==> src/rtl/bp_be_late_wb_buffer.sv <==
// ============================================================================
//  Module   : bp_be_late_wb_buffer
//  Purpose  : In-order holding buffer for late (miss-return) load writebacks,
//             presenting the head entry to per-class writeback arbiters.
//  Option   : BP_BE_LATE_WB_BYPASS_EN enables a 0-cycle path when empty.
//  Revision : 1.0 - initial release
// ============================================================================
`default_nettype none

module bp_be_late_wb_buffer #(
  parameter int els_p           = 4,
  parameter int data_width_p    = 64,
  parameter int rd_addr_width_p = 5,
  parameter int num_class_p     = 2,
  parameter int class_width_lp  = (num_class_p > 1) ? $clog2(num_class_p) : 1,
  parameter int count_width_lp  = $clog2(els_p + 1)
) (
  input  logic                       clk_i,
  input  logic                       reset_i,

  input  logic                       v_i,
  output logic                       ready_and_o,
  input  logic [class_width_lp-1:0]  class_i,
  input  logic [rd_addr_width_p-1:0] rd_addr_i,
  input  logic [data_width_p-1:0]    data_i,

  output logic [num_class_p-1:0]     v_o,
  output logic [rd_addr_width_p-1:0] rd_addr_o,
  output logic [data_width_p-1:0]    data_o,
  input  logic [num_class_p-1:0]     yumi_i,

  output logic [count_width_lp-1:0]  count_o,
  output logic                       empty_o
);

  localparam int ptr_width_lp = $clog2(els_p);

  logic [class_width_lp-1:0]  class_mem_q [els_p];
  logic [rd_addr_width_p-1:0] rd_mem_q    [els_p];
  logic [data_width_p-1:0]    data_mem_q  [els_p];

  logic [ptr_width_lp-1:0]    rptr_q, rptr_d;
  logic [ptr_width_lp-1:0]    wptr_q, wptr_d;
  logic [count_width_lp-1:0]  count_q, count_d;

  logic                       full, empty;
  logic                       enq, deq, byp;
  logic                       store_enq, store_deq;
  logic                       head_v;
  logic [class_width_lp-1:0]  head_class;

  // Pointers wrap explicitly so non-power-of-two depths work.
  function automatic logic [ptr_width_lp-1:0] inc_ptr(input logic [ptr_width_lp-1:0] p);
    return (p == ptr_width_lp'(els_p - 1)) ? '0 : p + ptr_width_lp'(1);
  endfunction

  assign full        = (count_q == count_width_lp'(els_p));
  assign empty       = (count_q == '0);
  assign ready_and_o = ~full & ~reset_i;
  assign enq         = v_i & ready_and_o;

`ifdef BP_BE_LATE_WB_BYPASS_EN
  assign byp = empty & enq;
`else
  assign byp = 1'b0;
`endif

  assign head_v     = (~empty | byp) & ~reset_i;
  assign head_class = byp ? class_i   : class_mem_q[rptr_q];
  assign rd_addr_o  = byp ? rd_addr_i : rd_mem_q[rptr_q];
  assign data_o     = byp ? data_i    : data_mem_q[rptr_q];

  for (genvar c = 0; c < num_class_p; c++) begin : g_v_o
    assign v_o[c] = head_v & (head_class == class_width_lp'(c));
  end

  assign deq = |(yumi_i & v_o);

  // A bypassed entry consumed in the same cycle never touches storage.
  assign store_enq = enq & ~(byp & deq);
  assign store_deq = deq & ~byp;

  always_comb begin
    rptr_d  = rptr_q;
    wptr_d  = wptr_q;
    count_d = count_q;
    if (store_enq) wptr_d = inc_ptr(wptr_q);
    if (store_deq) rptr_d = inc_ptr(rptr_q);
    case ({store_enq, store_deq})
      2'b10:   count_d = count_q + count_width_lp'(1);
      2'b01:   count_d = count_q - count_width_lp'(1);
      default: count_d = count_q;
    endcase
  end

  always_ff @(posedge clk_i) begin
    if (reset_i) begin
      rptr_q  <= '0;
      wptr_q  <= '0;
      count_q <= '0;
    end else begin
      rptr_q  <= rptr_d;
      wptr_q  <= wptr_d;
      count_q <= count_d;
    end
  end

  always_ff @(posedge clk_i) begin
    if (store_enq) begin
      class_mem_q[wptr_q] <= class_i;
      rd_mem_q[wptr_q]    <= rd_addr_i;
      data_mem_q[wptr_q]  <= data_i;
    end
  end

  assign count_o = count_q;
  assign empty_o = empty;

`ifndef SYNTHESIS
  always_ff @(posedge clk_i) begin
    if (!reset_i) begin
      assert (!(v_i && !ready_and_o))
        else $error("late wb buffer: return dropped while not ready");
      assert ((yumi_i & ~v_o) == '0)
        else $error("late wb buffer: yumi on a class that is not valid");
      assert ($onehot0(yumi_i))
        else $error("late wb buffer: more than one yumi bit set");
    end
  end
`endif

endmodule

`default_nettype wire

==> config.mk <==
export PLATFORM = sky130hd
export DESIGN_NAME = bp_be_late_wb_buffer
export DESIGN_NICKNAME = d
export VERILOG_FILES = /design/src/rtl/bp_be_late_wb_buffer.sv
export SDC_FILE = /design/constraint.sdc
export NUM_CORES = 1
export LEC_CHECK = 0
export BUFFER_PORTS_ARGS = -buffer_cell sky130_fd_sc_hd__buf_2
export CAP_MARGIN = 10
export CELL_PAD_IN_SITES_DETAIL_PLACEMENT = 1
export CELL_PAD_IN_SITES_GLOBAL_PLACEMENT = 1
export CORE_MARGIN = 2
export CORE_UTILIZATION = 50
export DETAILED_ROUTE_END_ITERATION = 6
export PLACE_DENSITY = 0.78
export SETUP_SLACK_MARGIN = 0.5
export SLEW_MARGIN = 20
export SYNTH_ARGS = -nofsm -noshare
export SYNTH_HDL_FRONTEND = slang
export SYNTH_SLANG_ARGS = --single-unit
export TNS_END_PERCENT = 5
==> constraint.sdc <==
create_clock -name clk_i -period 3.7 [get_ports clk_i]
set_input_delay 0.185 -clock clk_i [delete_from_list [all_inputs] [get_ports clk_i]]
set_output_delay 0.185 -clock clk_i [all_outputs]
set_load 0.02 [all_outputs]
==> results.yml <==
yosys:
  ys_seq_elements: 289
  synth_cell_type_count: 26
  synth_compound_area_frac: 0.006619
  yosys_most_used_dff: "edfxtp_1"
  synthTopCellsByArea: "edfxtp_1 79%, mux4_2 15%, dfxtp_1 1.7%"
  ys_seq_area_frac: 0.8113
  yosys.area_share.simple: 0.01229
  yosys.area_share.xor_xnor: 0.001655
  yosys.area.top_type_share: 0.7943
  synth.cell_area_um2: 10590
  synth-edff-count: 280
  synthArstFlopShare: 0
  yosys_warnings: 0
  synth_top_cell_by_area: "edfxtp_1"
  syn_area_per_cell_um2: 24.96
  netlist_instances: 424
  synth_nets: 506
  synth_top_family_by_area: "multiplexers"
  synth_fa_ha_area_frac: 0.008983
  synth.area.mux_share: 0.1489
drt:
  highest_layer: "met4"
  drc: 0
  detail-route-antenna-nets: 0
  wire_per_inst_um: 23.19
  dr.pass1.iters: 4
  dr_wl_met3_um: 1129
  wirelength_um: 22310
  avgViaCountPerCell: 5.420
  dr.first_iter.drc_count: 271
  vias: 5214
  route.met2.wl_um: 11980
  drt-met1-wl_um: 8693
placement:
  port_buffers: 150
  gp_congestion: 0.6950
  dp.cells: 840
  hpwl_um: 12960
  dpl_cell_area_um2: 11730
pwr:
  p_int_mw: 5.636
  power_frac_comb: 0.138
  ir_worst_vdd_v: 0.0004443
  totalPowerFinal_mw: 7.392
  p_switching_mw: 1.755
  power_leakage_nw: 4.474
  power_density_nw_per_um2: 556.4
  clkPwrFrac: 0.354
  p_seq_frac: 0.508
  swShare: 0.2374
die:
  num_rows: 53
  ios: 151
  die_width_um: 149.5
  dieArea_um2: 22350
  start_util: 0.5067
  die_h_um: 149.5
  design.core.area_um2: 20890
clock_network:
  h-tree-depth: 1
  post_cts_buffers: 0
  cts_tree: "yes"
  cts_root_buf: "clkbuf_16"
  clkLatencyLatePin_ns: 0.53
  cts_made_buffers: 29
  cts.path.max_buffers: 3
  clkTransAtPathRegs_ns: 0.06
  cts.sinks: 289
grt:
  grt_overflow: 0
  grt_pass1_wl_um: 34060
  grt_pass1_vias: 6032
  grt_max_degree: 70
  antenna_found_initial: 1
  track_usage: 0.2043
timing:
  drv_slew: 0
  setup_violations: 0
  fin_crit_ns: 2.888
  fin_setup_tns_ns: 0
  fin_crit_sh: 0.7804
  fmaxAchievable_mhz: 346.3
  rsz0062_at_grt: "false"
  holdWs_ns: 0.1908
  relSlewSlack: 0.3214
  worstMarginPinSlew_ns: 1.018
  hold_viol: 0
  skew_ns: 0.006992
cells_and_area:
  multi_input_area_um2: 1899
  register_area_um2: 8596
  fin_cells: 962
  final_cell_mix: "280 x edfxtp_1, 150 x buf_2, 71 x dlygate4sd3_1, 70 x mux4_2, 29 x clkbuf_16"
  nets: 749
  fillers: 1741
  drive_gt1_frac: 0.4023
  final_area_um2: 13290
  syn2layout_area_growth_pct: 25.51
  final_common_cell: "edfxtp_1"
critical_path:
  cp_max_fo: 39
  path_class: "register to output pin"
  worstPathRequired_ns: 3.51
  arrival_ns: 2.70
  critPathCaptureType: "output pin"
  critPathLaunchType: "register"
status:
  status: "complete, no violations"
worst_hold_path:
  hp-class: "input port to register"
flow_run:
  drv_cap: 0
cells by family (layout without fill, tap and decap cells):
| group | count (synthesis) | count (layout) |
|---|---|---|
| flip-flops | 289 | 289 |
| multiplexers | 70 | 70 |
| buffers and inverters | 24 | 286 |
| AND/OR/NAND/NOR | 21 | 21 |
| AO/OA/AOI/OAI | 11 | 11 |
| adder cells (fa/ha/maj) | 7 | 7 |
| XOR/XNOR | 2 | 2 |
| other | 0 | 1 |
per-stage QoR:
step	setup slack [ns]	util
floorplan	0.3533	-
global placement	0.9862	0.5614
detailed placement	0.9648	0.5614
CTS	0.6111	0.6357
global route	0.6031	0.6359
finish	0.8123	0.6360
cell usage after synthesis (all sizes together), types with 2 or more instances:
cell type / n
a21oi: 3
and2: 4
buf: 9
clkbuf: 8
dfxtp: 9
edfxtp: 280
ha: 6
inv: 7
mux4: 70
nand2: 2
nand2b: 2
nor2: 6
nor3: 2
o21ai: 5
o31ai: 2
xor2: 2
worst max-delay path: stages, from the launching register on:
cell     delay, ns
dfxtp_4       0.34
buf_4         0.50
buf_8         0.47
mux4_2        0.60
buf_2         0.18
power groups by stage:
stage,clock (mW),sequential [mW],combinational (mW)
6_report,2.61,3.76,1.02
5_1_grt,2.77,3.77,1.10
4_1_cts,2.66,3.76,1.04
3_5_place_dp,0,3.83,0.968
3_3_place_gp,0,3.81,0.946
2_1_floorplan,0,3.82,0.641
flip-flops by register name, indices dropped and copies added (netlist names), named ones only:
| signal | cells |
|---|---|
| data_mem_q | 256 |
| rd_mem_q | 20 |
| class_mem_q | 4 |
| count_o | 3 |
| rptr_q | 2 |
| wptr_q | 2 |
metal layers:
| metal | vias up | track usage |
|---|---|---|
| met5 | - | 0 |
| met4 | 0 | 0.05952 |
| met3 | 38 | 0.03872 |
| met2 | 171 | 0.3729 |
| met1 | 2718 | 0.2480 |
| li1 | 2287 | - |
repair_timing:
| item | 4_1_cts | 5_1_grt |
|---|---|---|
| hold buffers | 71 | 0 |
| resized for setup | 1 | 2 |
| hold endpoints to repair | 283 | 0 |
| setup endpoints to repair | 39 | 2 |
final timing paths:
kind	start	to	slack, ns	cells after the start
setup reg to reg	class_mem_q[3]	count_o[2]	0.97	9
setup / recovery	register	data_o[22]	0.81	4
hold / removal	v_i	wptr_q[1]	0.19	6
hold reg to reg	rptr_q[1]	register	0.51	2
area by class of cell:
| cell class | count | area share |
|---|---|---|
| timing repair buffer | 229 | 0.1189 |
| inverter | 7 | 0.001978 |
| tap | 275 | 0.02590 |
| antenna | 1 | 0.0001884 |
| clock inverter | 10 | 0.003861 |
| sequential | 289 | 0.6470 |
| multi-input combinational | 111 | 0.1430 |
| clock buffer | 40 | 0.05924 |
(Power assumes the default switching activity.)
